===== src/rtl/adc_sample_capture_pkg.sv =====
// Shared widths and helpers for the ADC sample capture block.
package adc_capture_pkg;
  localparam int ADC_W          = 8;
  localparam int DECIM_MAX_LOG2 = 4;
  localparam int ACC_W          = ADC_W + DECIM_MAX_LOG2;

  function automatic logic [2:0] clamp_decim(input logic [2:0] n);
    return (n > 3'd4) ? 3'd4 : n;
  endfunction
endpackage


===== src/rtl/adc_sample_capture_if.sv =====
// Result stream plus occupancy/overflow status between the capture block and its consumer.
interface adc_sample_capture_if
  import adc_capture_pkg::*;
#(parameter int FIFO_DEPTH = 8);
  logic                          out_valid;
  logic                          out_ready;
  logic [ADC_W-1:0]              out_bits;
  logic [$clog2(FIFO_DEPTH):0]   fifo_count;
  logic                          overflow;
  logic                          overflow_clear;

  modport master(output out_valid, out_bits, fifo_count, overflow,
                 input  out_ready, overflow_clear);
  modport slave (input  out_valid, out_bits, fifo_count, overflow,
                 output out_ready, overflow_clear);
endinterface


===== src/rtl/adc_sample_capture_fifo.sv =====
// First-word-fall-through FIFO; a push into a full FIFO is taken only alongside a pop.
module adc_sample_fifo #(
  parameter int W     = 8,
  parameter int DEPTH = 8
) (
  input  logic                     clock,
  input  logic                     reset,
  input  logic                     push,
  input  logic [W-1:0]             push_data,
  output logic                     out_valid,
  input  logic                     out_ready,
  output logic [W-1:0]             out_data,
  output logic [$clog2(DEPTH):0]   count,
  output logic                     full
);
  localparam int AW = $clog2(DEPTH);
  localparam int CW = AW + 1;

  logic [W-1:0]  mem [DEPTH];
  logic [AW-1:0] wr_ptr, rd_ptr;
  logic          wr, rd;

  assign out_valid = (count != '0);
  assign full      = (count == CW'(DEPTH));
  assign rd        = out_valid && out_ready;
  assign wr        = push && (!full || rd);
  assign out_data  = out_valid ? mem[rd_ptr] : '0;

  always_ff @(posedge clock)
    if (wr) mem[wr_ptr] <= push_data;

  always_ff @(posedge clock or posedge reset) begin
    if (reset) begin
      wr_ptr <= '0;
      rd_ptr <= '0;
      count  <= '0;
    end else begin
      if (wr) wr_ptr <= wr_ptr + AW'(1);
      if (rd) rd_ptr <= rd_ptr + AW'(1);
      case ({wr, rd})
        2'b10:   count <= count + CW'(1);
        2'b01:   count <= count - CW'(1);
        default: count <= count;
      endcase
    end
  end
endmodule


===== src/rtl/adc_sample_capture.sv =====
// ADC conversion clock generator, sample capture, 2^N averaging and result FIFO.
module adc_sample_capture
  import adc_capture_pkg::*;
#(
  parameter int DIV_W      = 8,
  parameter int FIFO_DEPTH = 8
) (
  input  logic               clock,
  input  logic               reset,
  input  logic               cfg_enable,
  input  logic [DIV_W-1:0]   cfg_div,
  input  logic [2:0]         cfg_decim_log2,
  output logic               adc_clock,
  input  logic [ADC_W-1:0]   adc_data,
  adc_sample_capture_if.master out
);
  logic [DIV_W-1:0] div_cnt;
  logic             div_hit, fall;
  logic [ADC_W-1:0] sample_q;
  logic             cap_vld;
  logic [2:0]       n_eff, n_q;
  logic             n_chg;
  logic [ACC_W-1:0] acc, sum;
  logic [3:0]       cnt, cnt_max;
  logic             push, pop, drop, fifo_full, ovf_q;
  logic [ADC_W-1:0] push_data;

  assign div_hit = cfg_enable && (div_cnt == cfg_div);
  // Only a divider-driven fall is a conversion edge; a disable-forced drop is not.
  assign fall    = div_hit && adc_clock;

  always_ff @(posedge clock or posedge reset) begin
    if (reset) begin
      div_cnt   <= '0;
      adc_clock <= 1'b0;
    end else if (!cfg_enable) begin
      div_cnt   <= '0;
      adc_clock <= 1'b0;
    end else if (div_hit) begin
      div_cnt   <= '0;
      adc_clock <= ~adc_clock;
    end else begin
      div_cnt   <= div_cnt + DIV_W'(1);
    end
  end

  always_ff @(posedge clock or posedge reset) begin
    if (reset) begin
      sample_q <= '0;
      cap_vld  <= 1'b0;
      n_q      <= '0;
    end else begin
      cap_vld <= fall;
      n_q     <= n_eff;
      if (fall) sample_q <= adc_data;
    end
  end

  // Group length and shift follow the registered N so a group finishes with the N it started under.
  assign n_eff     = clamp_decim(cfg_decim_log2);
  assign n_chg     = (n_eff != n_q);
  assign cnt_max   = 4'((5'd1 << n_q) - 5'd1);
  assign sum       = acc + ACC_W'(sample_q);
  assign push      = cap_vld && (cnt == cnt_max);
  assign push_data = ADC_W'(sum >> n_q);

  always_ff @(posedge clock or posedge reset) begin
    if (reset) begin
      acc <= '0;
      cnt <= '0;
    end else if (!cfg_enable || n_chg || push) begin
      acc <= '0;
      cnt <= '0;
    end else if (cap_vld) begin
      acc <= sum;
      cnt <= cnt + 4'd1;
    end
  end

  adc_sample_fifo #(.W(ADC_W), .DEPTH(FIFO_DEPTH)) u_fifo (
    .clock     (clock),
    .reset     (reset),
    .push      (push),
    .push_data (push_data),
    .out_valid (out.out_valid),
    .out_ready (out.out_ready),
    .out_data  (out.out_bits),
    .count     (out.fifo_count),
    .full      (fifo_full)
  );

  assign pop  = out.out_valid && out.out_ready;
  assign drop = push && fifo_full && !pop;

  always_ff @(posedge clock or posedge reset) begin
    if (reset)                   ovf_q <= 1'b0;
    else if (drop)               ovf_q <= 1'b1;
    else if (out.overflow_clear) ovf_q <= 1'b0;
  end

  assign out.overflow = ovf_q;
endmodule


===== src/flat_wrapper.sv =====
// flat-port wrapper written by rule: the top's interface ports become plain ports
module adc_sample_capture_flat import adc_capture_pkg::*;
#(
  parameter int DIV_W      = 8,
  parameter int FIFO_DEPTH = 8
)
  (clock, reset, cfg_enable, cfg_div, cfg_decim_log2, adc_clock, adc_data, out_out_valid, out_out_bits, out_fifo_count, out_overflow, out_out_ready, out_overflow_clear);
  adc_sample_capture_if #(.FIFO_DEPTH(FIFO_DEPTH)) out_i ();
  input  logic clock;
  input  logic reset;
  input  logic cfg_enable;
  input  logic [DIV_W-1:0] cfg_div;
  input  logic [2:0] cfg_decim_log2;
  output logic adc_clock;
  input  logic [ADC_W-1:0] adc_data;
  output wire logic [$bits(out_i.out_valid)-1:0] out_out_valid;
  output wire logic [$bits(out_i.out_bits)-1:0] out_out_bits;
  output wire logic [$bits(out_i.fifo_count)-1:0] out_fifo_count;
  output wire logic [$bits(out_i.overflow)-1:0] out_overflow;
  input wire logic [$bits(out_i.out_ready)-1:0] out_out_ready;
  input wire logic [$bits(out_i.overflow_clear)-1:0] out_overflow_clear;
  assign out_out_valid = out_i.out_valid;
  assign out_out_bits = out_i.out_bits;
  assign out_fifo_count = out_i.fifo_count;
  assign out_overflow = out_i.overflow;
  assign out_i.out_ready = out_out_ready;
  assign out_i.overflow_clear = out_overflow_clear;
  adc_sample_capture #(.DIV_W(DIV_W), .FIFO_DEPTH(FIFO_DEPTH)) u_core (.clock(clock), .reset(reset), .cfg_enable(cfg_enable), .cfg_div(cfg_div), .cfg_decim_log2(cfg_decim_log2), .adc_clock(adc_clock), .adc_data(adc_data), .out(out_i));
endmodule

===== config.mk =====
export PLATFORM = sky130hd
export DESIGN_NAME = adc_sample_capture_flat
export DESIGN_NICKNAME = d
export VERILOG_FILES = /design/src/rtl/adc_sample_capture_pkg.sv /design/src/rtl/adc_sample_capture_if.sv /design/src/rtl/adc_sample_capture_fifo.sv /design/src/rtl/adc_sample_capture.sv /design/src/flat_wrapper.sv
export SDC_FILE = /design/constraint.sdc
export NUM_CORES = 1
export LEC_CHECK = 0
export CAP_MARGIN = 20
export CORE_MARGIN = 10
export CORE_UTILIZATION = 35
export CTS_BUF_LIST = sky130_fd_sc_hd__clkbuf_16
export DETAILED_ROUTE_END_ITERATION = 6
export PLACE_DENSITY = 0.6
export SETUP_SLACK_MARGIN = 0.05
export SYNTH_ARGS = -nofsm -noshare
export SYNTH_HDL_FRONTEND = slang
export SYNTH_SLANG_ARGS = --single-unit

===== constraint.sdc =====
create_clock -name clock -period 9.8 [get_ports clock]
set_input_delay 1.96 -clock clock [delete_from_list [all_inputs] [get_ports clock]]
set_output_delay 1.96 -clock clock [all_outputs]
set_load 0.05 [all_outputs]

==> run metrics, run 1 <==
Remaining Overflow, GRT 0; Power Dens Cells 208 mW/mm^2; Area Overhead vs Synth 16.6%; die area 0.0216 mm^2; hold crit path type register to register; # Post-CTS Setup Buffers 0; dominant synthesized flop cell edfxtp_1; Die Wd 147 um; final core occ 41.5%; Critical Path RT 7840 ps; status finished, final reports clean; Sink Count 112; total design power 1.37 mW; peak supply drop 147 uV; DP HPWL 8.06 mm; Seq/Total Area, Yosys 55.2%; RSZ-0062 raised after global routing false; most used standard cell by instance count after synthesis edfxtp_1; Post-Syn Area 0.00566 mm^2; Die H 147 um; Yosys top cell area share 34.0%; DRT Pass-1 Iters 6; Synth Area per Inst 12.5 um^2; Max Freq 214 MHz; cells taking the most area after synthesis edfxtp_1 34%, dfrtp_1 21%, mux4_2 6.8%, mux2i_1 4.6%, nor2_1 3.8%; GRT Overall Usage 10.5%; DR iter-0 viols 195; WL final 11.1 mm; Bufs on Longest Clock Path 2; Avg WL per Cell 15.6 um; crit-path cells buf_16 > mux4_2 > mux2i_1 > nor2_1 > clkdlybuf4s50_1; drt drc 0; Period minus WS final 4670 ps; final clock skew 11.5 ps; H-tree depth 3; Post-Synthesis Cells 454; post-synth top area cell edfxtp_1; max cap viols 0; Root Buffer clkbuf_16; CP Max Fanout 12; largest net degree at the start of global routing 49; share of cells above drive strength 1 12.6%; setup TNS 0 ps; Core Region 0.0159 mm^2; Worst Hold Slack 505 ps; CP endpoint kind primary output; fin. max-slew vios 0; Tcrit/Tclk final 47.6%; Placer Congestion 0.771; initial antenna violation count 0; number of synthesized register bits 112; Antenna Violating Nets Remaining 0; vias in the first global route 3648; Fillers 1522; first-pass GRT wire length 18.7 mm; num rows 46; Post-synth EDFFs 64; Worst Setup Path Type register to primary output; Port Buffers 38; register area 0.00312 mm^2; endpoints failing setup 0; CTS Buf Count 9; post-synthesis cell type count 53; Max stage delay on crit path 750 ps; static leakage 2.50 nW; Initial Util 35.6%; actual slew at the worst max-slew pin 1030 ps; n_diodes 0; Post-synth top cells 64 x edfxtp_1, 58 x nor2_1, 48 x dfrtp_1, 42 x nand2_1, 26 x mux2i_1; I/O pin total 39; clock latency on the worst-skew pair 370 ps; multi-input logic area 0.00240 mm^2; Vias 3503; post-synth net total 495; clk slew on worst S/H paths 80 ps; CTS resizes 0; Nets 530; cts hold-fix bufs 0; critical path launch point type register; Final Hold Fails 0; Async S/R FF share, synth 42.9%; Slowest-stage cell, CP clkdlybuf4s50_1; Worst Path Arrival 2710 ps; max_slew headroom 30.6%; CTS tree done; DR vias/cell 4.93; Warnings, synthesis 0
-- placed cells by master (no fill, tap or decap), types with 3 or more instances in the layout --
master	synthesis	layout
a211oi_1	4	4
a21o_1	4	4
a21oi_1	12	12
and3_1	3	3
buf_4	0	4
clkbuf_16	0	9
clkdlybuf4s50_1	0	38
dfrtp_1	48	48
edfxtp_1	64	64
ha_1	15	15
inv_1	12	11
inv_6	0	3
mux2_2	9	9
mux2i_1	26	26
mux4_2	17	17
nand2_1	42	42
nand2b_1	7	7
nand3_1	7	7
nand4_1	4	4
nor2_1	58	58
nor2b_1	6	6
nor3_1	7	7
o211ai_1	6	6
o21ai_0	8	8
xnor2_1	18	18
xor2_1	22	22
-- power by group --
part | switching [mW] | internal, mW
logic | 0.238 | 0.194
clock network | 0.191 | 0.185
registers | 0.0510 | 0.515
total | 0.480 | 0.894
-- critical path, delay by kind of cell (launching register included) --
kind	cells	cell delay (ps)
flip-flops	1	630
AND/OR/NAND/NOR	1	70
multiplexers	2	660
buffers and inverters	2	970
-- cells by family (layout without fill, tap and decap cells) --
kind of cell	Yosys count	after routing	synth area share, %
AOI/OAI and AO/OA	52	52	6.79
xor gates and xnor gates	40	40	6.19
adders and majority gates	17	17	4.03
buffers and inverters	32	72	2.28
DFF	112	112	55.2
muxes	52	52	13.2
and+or+nand+nor	149	149	12.3
-- final timing paths --
check	slack, ps	cells after the start	startpoint	to
worst max-delay path	5130	5	u_core.u_fifo.rd_ptr[0]$_DFFE_PP0P_	out_out_bits[3]
worst max register to register	6120	9	u_core.n_q[0]$_DFF_PP0_	u_core.u_fifo.mem[6][4]$_DFFE_PP_
worst min-delay path	500	1	u_core.div_cnt[0]$_DFF_PP0_	u_core.div_cnt[0]$_DFF_PP0_
min in group asynchronous	2070	3	reset	u_core.u_fifo.count[1]$_DFFE_PP0P_
worst min register to register	500	1	u_core.div_cnt[0]$_DFF_PP0_	u_core.div_cnt[0]$_DFF_PP0_
max in group asynchronous	7300	3	reset	u_core.acc[6]$_DFFE_PP0P_
-- area by class of cell --
cell class,count,share of cell area [%]
Inverter,12,0.683
Clock buffer,9,3.41
Sequential cell,112,47.3
Multi-Input combinational cell,310,36.4
Clock inverter,7,1.31
Timing Repair Buffer,44,6.71
Tap cell,216,4.10
-- per-stage QoR --
stage | cell area (um^2) | worst slack, ps | std cells
2_1_floorplan | 5660 | 5910 | 454
3_3_place_gp | 6250 | 5240 | 692
3_5_place_dp | 6250 | 5170 | 692
4_1_cts | 6560 | 4760 | 708
5_1_grt | 6600 | 4970 | 710
6_report | 6600 | 5130 | 710
-- routing by layer --
| metal | vias to the layer above | track usage [%] | share of wire, % |
|---|---|---|---|
| met5 | - | 0 | 0 |
| met4 | 0 | 3.77 | 1.2 |
| met1 | 1730 | 13.3 | 47 |
| met3 | 10 | 2.98 | 4.3 |
| met2 | 53 | 16.9 | 48 |
| li1 | 1710 | - | - |
-- state kept, by name (all words and copies together) (netlist names) --
name                  cells
u_core.out.overflow       1
u_core.adc_clock          1
u_core.acc               12
u_core.u_fifo.wr_ptr      3
u_core.u_fifo.count       4
u_core.cnt                4
u_core.u_fifo.mem        64
u_core.div_cnt            8
u_core.u_fifo.rd_ptr      3
u_core.sample_q           8
u_core.n_q                3
u_core.cap_vld            1
(Power assumes the default switching activity.)
==> run 2, diff against run 1 <==
==> constraint.sdc (replaced) <==
create_clock -name clock -period 4.6 [get_ports clock]
set_input_delay 0.92 -clock clock [delete_from_list [all_inputs] [get_ports clock]]
set_output_delay 0.92 -clock clock [all_outputs]
set_load 0.05 [all_outputs]
==> run 2 against run 1 <==
Compared with the run above:
- hold slack improved by 2.5 ps
- sequential power is 110% higher
- global-route usage rose by 0.060 points
- critical endpoint unchanged
==> run metrics, run 2 (synthesized netlist as in run 1, its figures left out) <==
status finished, final reports clean; actual slew at the worst max-slew pin 955 ps; CP Max Fanout 10; critical path launch point type register; crit-path cells buf_4 > mux4_2 > mux2i_1 > nor2_1 > clkdlybuf4s50_1; multi-input logic area 0.00240 mm^2; RSZ-0062 raised after global routing false; max_slew headroom 35.6%; CTS Buf Count 9; Max Freq 264 MHz; drt drc 0; Slowest-stage cell, CP clkdlybuf4s50_1; Tcrit/Tclk final 82.4%; cts hold-fix bufs 0; Nets 530; I/O pin total 39; Die H 147 um; n_diodes 0; clk slew on worst S/H paths 80 ps; register with the highest flop count u_core.u_fifo.mem; Period minus WS final 3790 ps; register area 0.00312 mm^2; GRT Overall Usage 10.6%; peak supply drop 246 uV; Max stage delay on crit path 740 ps; Critical Path RT 3680 ps; commonest cells after routing, fill and taps aside 64 x edfxtp_1, 58 x nor2_1, 48 x dfrtp_1; num rows 46; die area 0.0216 mm^2; Die Wd 147 um; Placer Congestion 0.868; leading cell type in the layout, fill and taps excluded edfxtp_1; CP endpoint kind primary output; Port Buffers 38; clock latency on the worst-skew pair 360 ps; Antenna Violating Nets Remaining 0; fin. max-slew vios 0; clock share of power 27.5%; largest net degree at the start of global routing 49; Worst Setup Path Type register to primary output; # Post-CTS Setup Buffers 0; NetSw 1.03 mW; Power Dens Cells 442 mW/mm^2; setup TNS 0 ps; share of cells above drive strength 1 12.6%; final core occ 41.5%; DR vias/cell 4.93; Internal Power 1.88 mW; Sink Count 112; total design power 2.91 mW; hold crit path type register to register; share of power burned in registers 41.6%; combinational share of power 30.9%; Core Region 0.0159 mm^2; first-pass GRT wire length 18.7 mm; max cap viols 0; DRT Pass-1 Iters 5; Worst Path Arrival 2870 ps; endpoints failing setup 0; final clock skew 11.4 ps; DP HPWL 8.09 mm; CTS resizes 0; initial antenna violation count 0; Final Hold Fails 0; CTS tree done; Area Overhead vs Synth 16.5%; static leakage 2.50 nW; WL final 11.1 mm; Remaining Overflow, GRT 0; Largest regs u_core.u_fifo.mem: 64 flops, u_core.acc: 12 flops; Vias 3500; delay-heaviest family, CP buffers and inverters; Fillers 1522; Root Buffer clkbuf_16; Bufs on Longest Clock Path 2; Avg WL per Cell 15.6 um; H-tree depth 3; Worst Path Buf+Inv 2; vias in the first global route 3605; switching share of power 35.3%; max reg flops 64; Initial Util 35.6%; DR iter-0 viols 240
## run 2: cell types whose count changed in the layout (fill, tap and decap cells not counted)
| cell | before | now |
|---|---|---|
| inv_8 | 1 | 2 |
| buf_16 | 1 | 0 |
| clkinv_4 | 0 | 2 |
| buf_2 | 1 | 0 |
| clkinv_8 | 2 | 1 |
| inv_6 | 3 | 1 |
| buf_12 | 0 | 1 |
| buf_4 | 4 | 5 |
## run 2: final timing paths
| kind | startpoint | slack (ps) | end | cells past startpoint |
|---|---|---|---|---|
| max | u_core.u_fifo.rd_ptr[0]$_DFFE_PP0P_ | 810 | out_out_bits[3] | 5 |
| min | u_core.div_cnt[0]$_DFF_PP0_ | 510 | u_core.div_cnt[0]$_DFF_PP0_ | 1 |
| max reg2reg | u_core.sample_q[0]$_DFFE_PP0P_ | 1040 | u_core.u_fifo.mem[7][7]$_DFFE_PP_ | 10 |
| min reg2reg | u_core.div_cnt[0]$_DFF_PP0_ | 510 | u_core.div_cnt[0]$_DFF_PP0_ | 1 |
| max in group asynchronous | reset | 3290 | u_core.acc[6]$_DFFE_PP0P_ | 3 |
| min in group asynchronous | reset | 800 | u_core.u_fifo.count[2]$_DFFE_PP0P_ | 2 |
## run 2: layout make-up
cell class / instances / share of cell area, %
inverter: 12 / 0.684
clock inverter: 7 / 1.23
timing repair buffer: 44 / 6.65
tap: 216 / 4.10
clock buffer: 9 / 3.42
multi-input combinational: 310 / 36.5
sequential: 112 / 47.4
## run 2: stage by stage
stage	instance area (um^2)	hold WS (ps)	cells	setup WS (ps)
floorplan	5660	465	454	1230
global placement	6260	487	693	1010
detailed placement	6260	500	693	1050
CTS	6570	511	709	706
global route	6590	529	710	571
finish	6590	507	710	811
## run 2: power by group through the flow
stage          logic (mW)  clock network [mW]  registers [mW]
2_1_floorplan       0.657                   0            1.21
4_1_cts             0.913               0.825            1.22
5_1_grt             0.966               0.864            1.23
6_report            0.900               0.799            1.21
3_5_place_dp        0.913                   0            1.24
3_3_place_gp        0.902                   0            1.24
## run 2: worst reg2reg max path, delay by kind of cell (launching register included)
family	cells	cell delay, ps
buf+inv	1	70
simple gates	2	360
compound gates	4	1540
flops	1	370
fa+ha+maj	2	600
xor+xnor	1	300
## run 2: routing by layer
layer	vias to the layer above	track usage [%]	share of wire [%]
li1	1712	-	-
met1	1717	13.8	48
met2	62	16.6	47
met3	9	3.22	4.1
met4	0	3.07	0.96
met5	-	0	0
==> run 3, diff against run 2 <==
==> constraint.sdc (replaced) <==
create_clock -name clock -period 3.76 [get_ports clock]
set_input_delay 0.752 -clock clock [delete_from_list [all_inputs] [get_ports clock]]
set_output_delay 0.752 -clock clock [all_outputs]
set_load 0.05 [all_outputs]
==> run 3 against run 2 <==
Compared with the run above:
- largest cell class unchanged
- cell count increased by 1.8%
- routed wire length increased by 1.0%
- global-route usage about the same
- worst setup slack got worse by 330 ps
- first-iteration DRC count decreased by 28%
- clock power increased by 18%
- hold slack got worse by 5.9 ps
- clock skew decreased by 2.4 ps
- highest routed layer unchanged
- die area unchanged
==> run metrics, run 3 (synthesized netlist as in run 1, its figures left out) <==
Core Region 0.0159 mm^2; drt drc 0; fin. max-slew vios 0; final core occ 42.0%; Place WS 552 ps; status finished, final reports clean; max_slew headroom 52.1%; Initial Util 35.6%; Antenna Violating Nets Remaining 0; leading cell type in the layout, fill and taps excluded edfxtp_1; die area 0.0216 mm^2; critical path launch point type register; Worst Setup Path Type register to primary output; Power Dens Cells 531 mW/mm^2; crit-path cells buf_4 > mux4_2 > mux2i_1 > nor2_1 > clkdlybuf4s50_1; endpoints failing setup 0; peak supply drop 308 uV; DR vias/cell 4.99; Sink Count 112; num rows 46; WL final 11.2 mm; DP HPWL 8.08 mm; max cap viols 0; Remaining Overflow, GRT 0; Nets 543; Critical Path RT 3010 ps; Slowest-stage cell, CP clkdlybuf4s50_1; Worst Hold Slack 501 ps; cts hold-fix bufs 0; I/O pin total 39; Die H 147 um; Root Buffer clkbuf_16; hold crit path type register to register; post-route design area 0.00667 mm^2; flop2flop setup slack 540 ps; WHS Endpoint u_core.div_cnt[0]$_DFF_PP0_; Crit Reg-Reg Endpoint u_core.u_fifo.count[3]$_DFFE_PP0P_; commonest cells after routing, fill and taps aside 64 x edfxtp_1, 58 x nor2_1, 48 x dfrtp_1; register area 0.00312 mm^2; CP Max Fanout 18; Vias 3607; largest net degree at the start of global routing 49; Final Hold Fails 0; actual slew at the worst max-slew pin 718 ps; Largest regs u_core.u_fifo.mem: 64 flops, u_core.acc: 12 flops; Die Wd 147 um; H-tree depth 3; Port Buffers 38; max reg flops 64; register with the highest flop count u_core.u_fifo.mem; CTS tree done; Area Overhead vs Synth 18.0%; CTS resizes 0; static leakage 2.56 nW; FF-to-FF Start u_core.n_q[0]$_DFF_PP0_; GRT Overall Usage 10.6%; Placed Area 0.00636 mm^2; clk slew on worst S/H paths 70 ps; Worst Path Buf+Inv 2; Fillers 1494; hold depth 1; Placer Congestion 0.822; n_diodes 0; Hold Startpoint u_core.div_cnt[0]$_DFF_PP0_; CTS Buf Count 9; first-pass GRT wire length 18.7 mm; DR iter-0 viols 173; share of cells above drive strength 1 14.8%; Max stage delay on crit path 700 ps; Period minus WS final 3280 ps; initial antenna violation count 0; delay-heaviest family, CP buffers and inverters; final clock skew 9.09 ps; setup TNS 0 ps; Worst Path Arrival 2530 ps; multi-input logic area 0.00240 mm^2; worst setup margin 481 ps; Avg WL per Cell 15.5 um; Tcrit/Tclk final 87.2%; Max Freq 305 MHz; # Post-CTS Setup Buffers 0; CP endpoint kind primary output; Bufs on Longest Clock Path 2; DRT Pass-1 Iters 4; FF-to-FF path depth 15; RSZ-0062 raised after global routing false; clock latency on the worst-skew pair 360 ps; vias in the first global route 3606
run 3: changes by cell type in the layout (fill, tap and decap cells not counted):
cell / delta
inv_8: -1
buf_4: +13
inv_12: -1
clkinvlp_4: +1
inv_6: +1
run 3: worst reg2reg max path: cells and delay by family, from the launching register on:
| kind | cells | cell delay (ps) |
|---|---|---|
| and+or+nand+nor | 4 | 590 |
| DFF | 1 | 390 |
| xor gates and xnor gates | 2 | 400 |
| adders and majority gates | 2 | 460 |
| AOI/OAI and AO/OA | 4 | 870 |
| buffers and inverters | 2 | 340 |
| muxes | 1 | 110 |
run 3: power breakdown:
| part | switching (mW) | leakage [nW] | internal, mW | total [mW] |
|---|---|---|---|---|
| clock network | 0.473 | 0.141 | 0.468 | 0.941 |
| logic | 0.678 | 1.20 | 0.494 | 1.17 |
| registers | 0.0885 | 1.22 | 1.34 | 1.43 |
| total | 1.24 | 2.56 | 2.31 | 3.54 |
run 3: worst max-delay path by stage:
stage,cells past startpoint,start,slack (ps),end
floorplan,10,u_core.n_q[0]$_DFF_PP0_,390,u_core.u_fifo.mem[0][0]$_DFFE_PP_
global placement,15,u_core.n_q[0]$_DFF_PP0_,710,u_core.u_fifo.count[3]$_DFFE_PP0P_
detailed placement,15,u_core.n_q[0]$_DFF_PP0_,550,u_core.u_fifo.count[3]$_DFFE_PP0P_
CTS,5,u_core.u_fifo.rd_ptr[0]$_DFFE_PP0P_,420,out_out_bits[7]
global route,15,u_core.n_q[0]$_DFF_PP0_,280,u_core.u_fifo.count[3]$_DFFE_PP0P_
finish,5,u_core.u_fifo.rd_ptr[0]$_DFFE_PP0P_,480,out_out_bits[7]
run 3: final cells by class:
| class | instances | share of cell area [%] |
|---|---|---|
| well taps | 216 | 4.05 |
| clock inverters | 7 | 1.05 |
| clock buffers | 9 | 3.38 |
| repair buffers | 57 | 8.03 |
| flip-flops and latches | 112 | 46.8 |
| multi-input cells | 310 | 36.0 |
| inverters | 12 | 0.675 |
run 3: through the flow:
step	instances	total power, mW
after floorplan	454	2.29
after global placement	706	2.63
after detailed placement	706	2.65
after CTS	722	3.60
after global routing	723	3.73
final	723	3.54
run 3: per-layer routing:
| layer | share of wire, % | wire length [um] | vias up | track usage (%) |
|---|---|---|---|---|
| li1 | - | - | 1739 | - |
| met1 | 45 | 5040 | 1790 | 13.3 |
| met2 | 49 | 5550 | 65 | 17.4 |
| met3 | 4.3 | 484 | 13 | 3.04 |
| met4 | 1.2 | 130 | 0 | 2.78 |
| met5 | 0 | 0 | - | 0 |
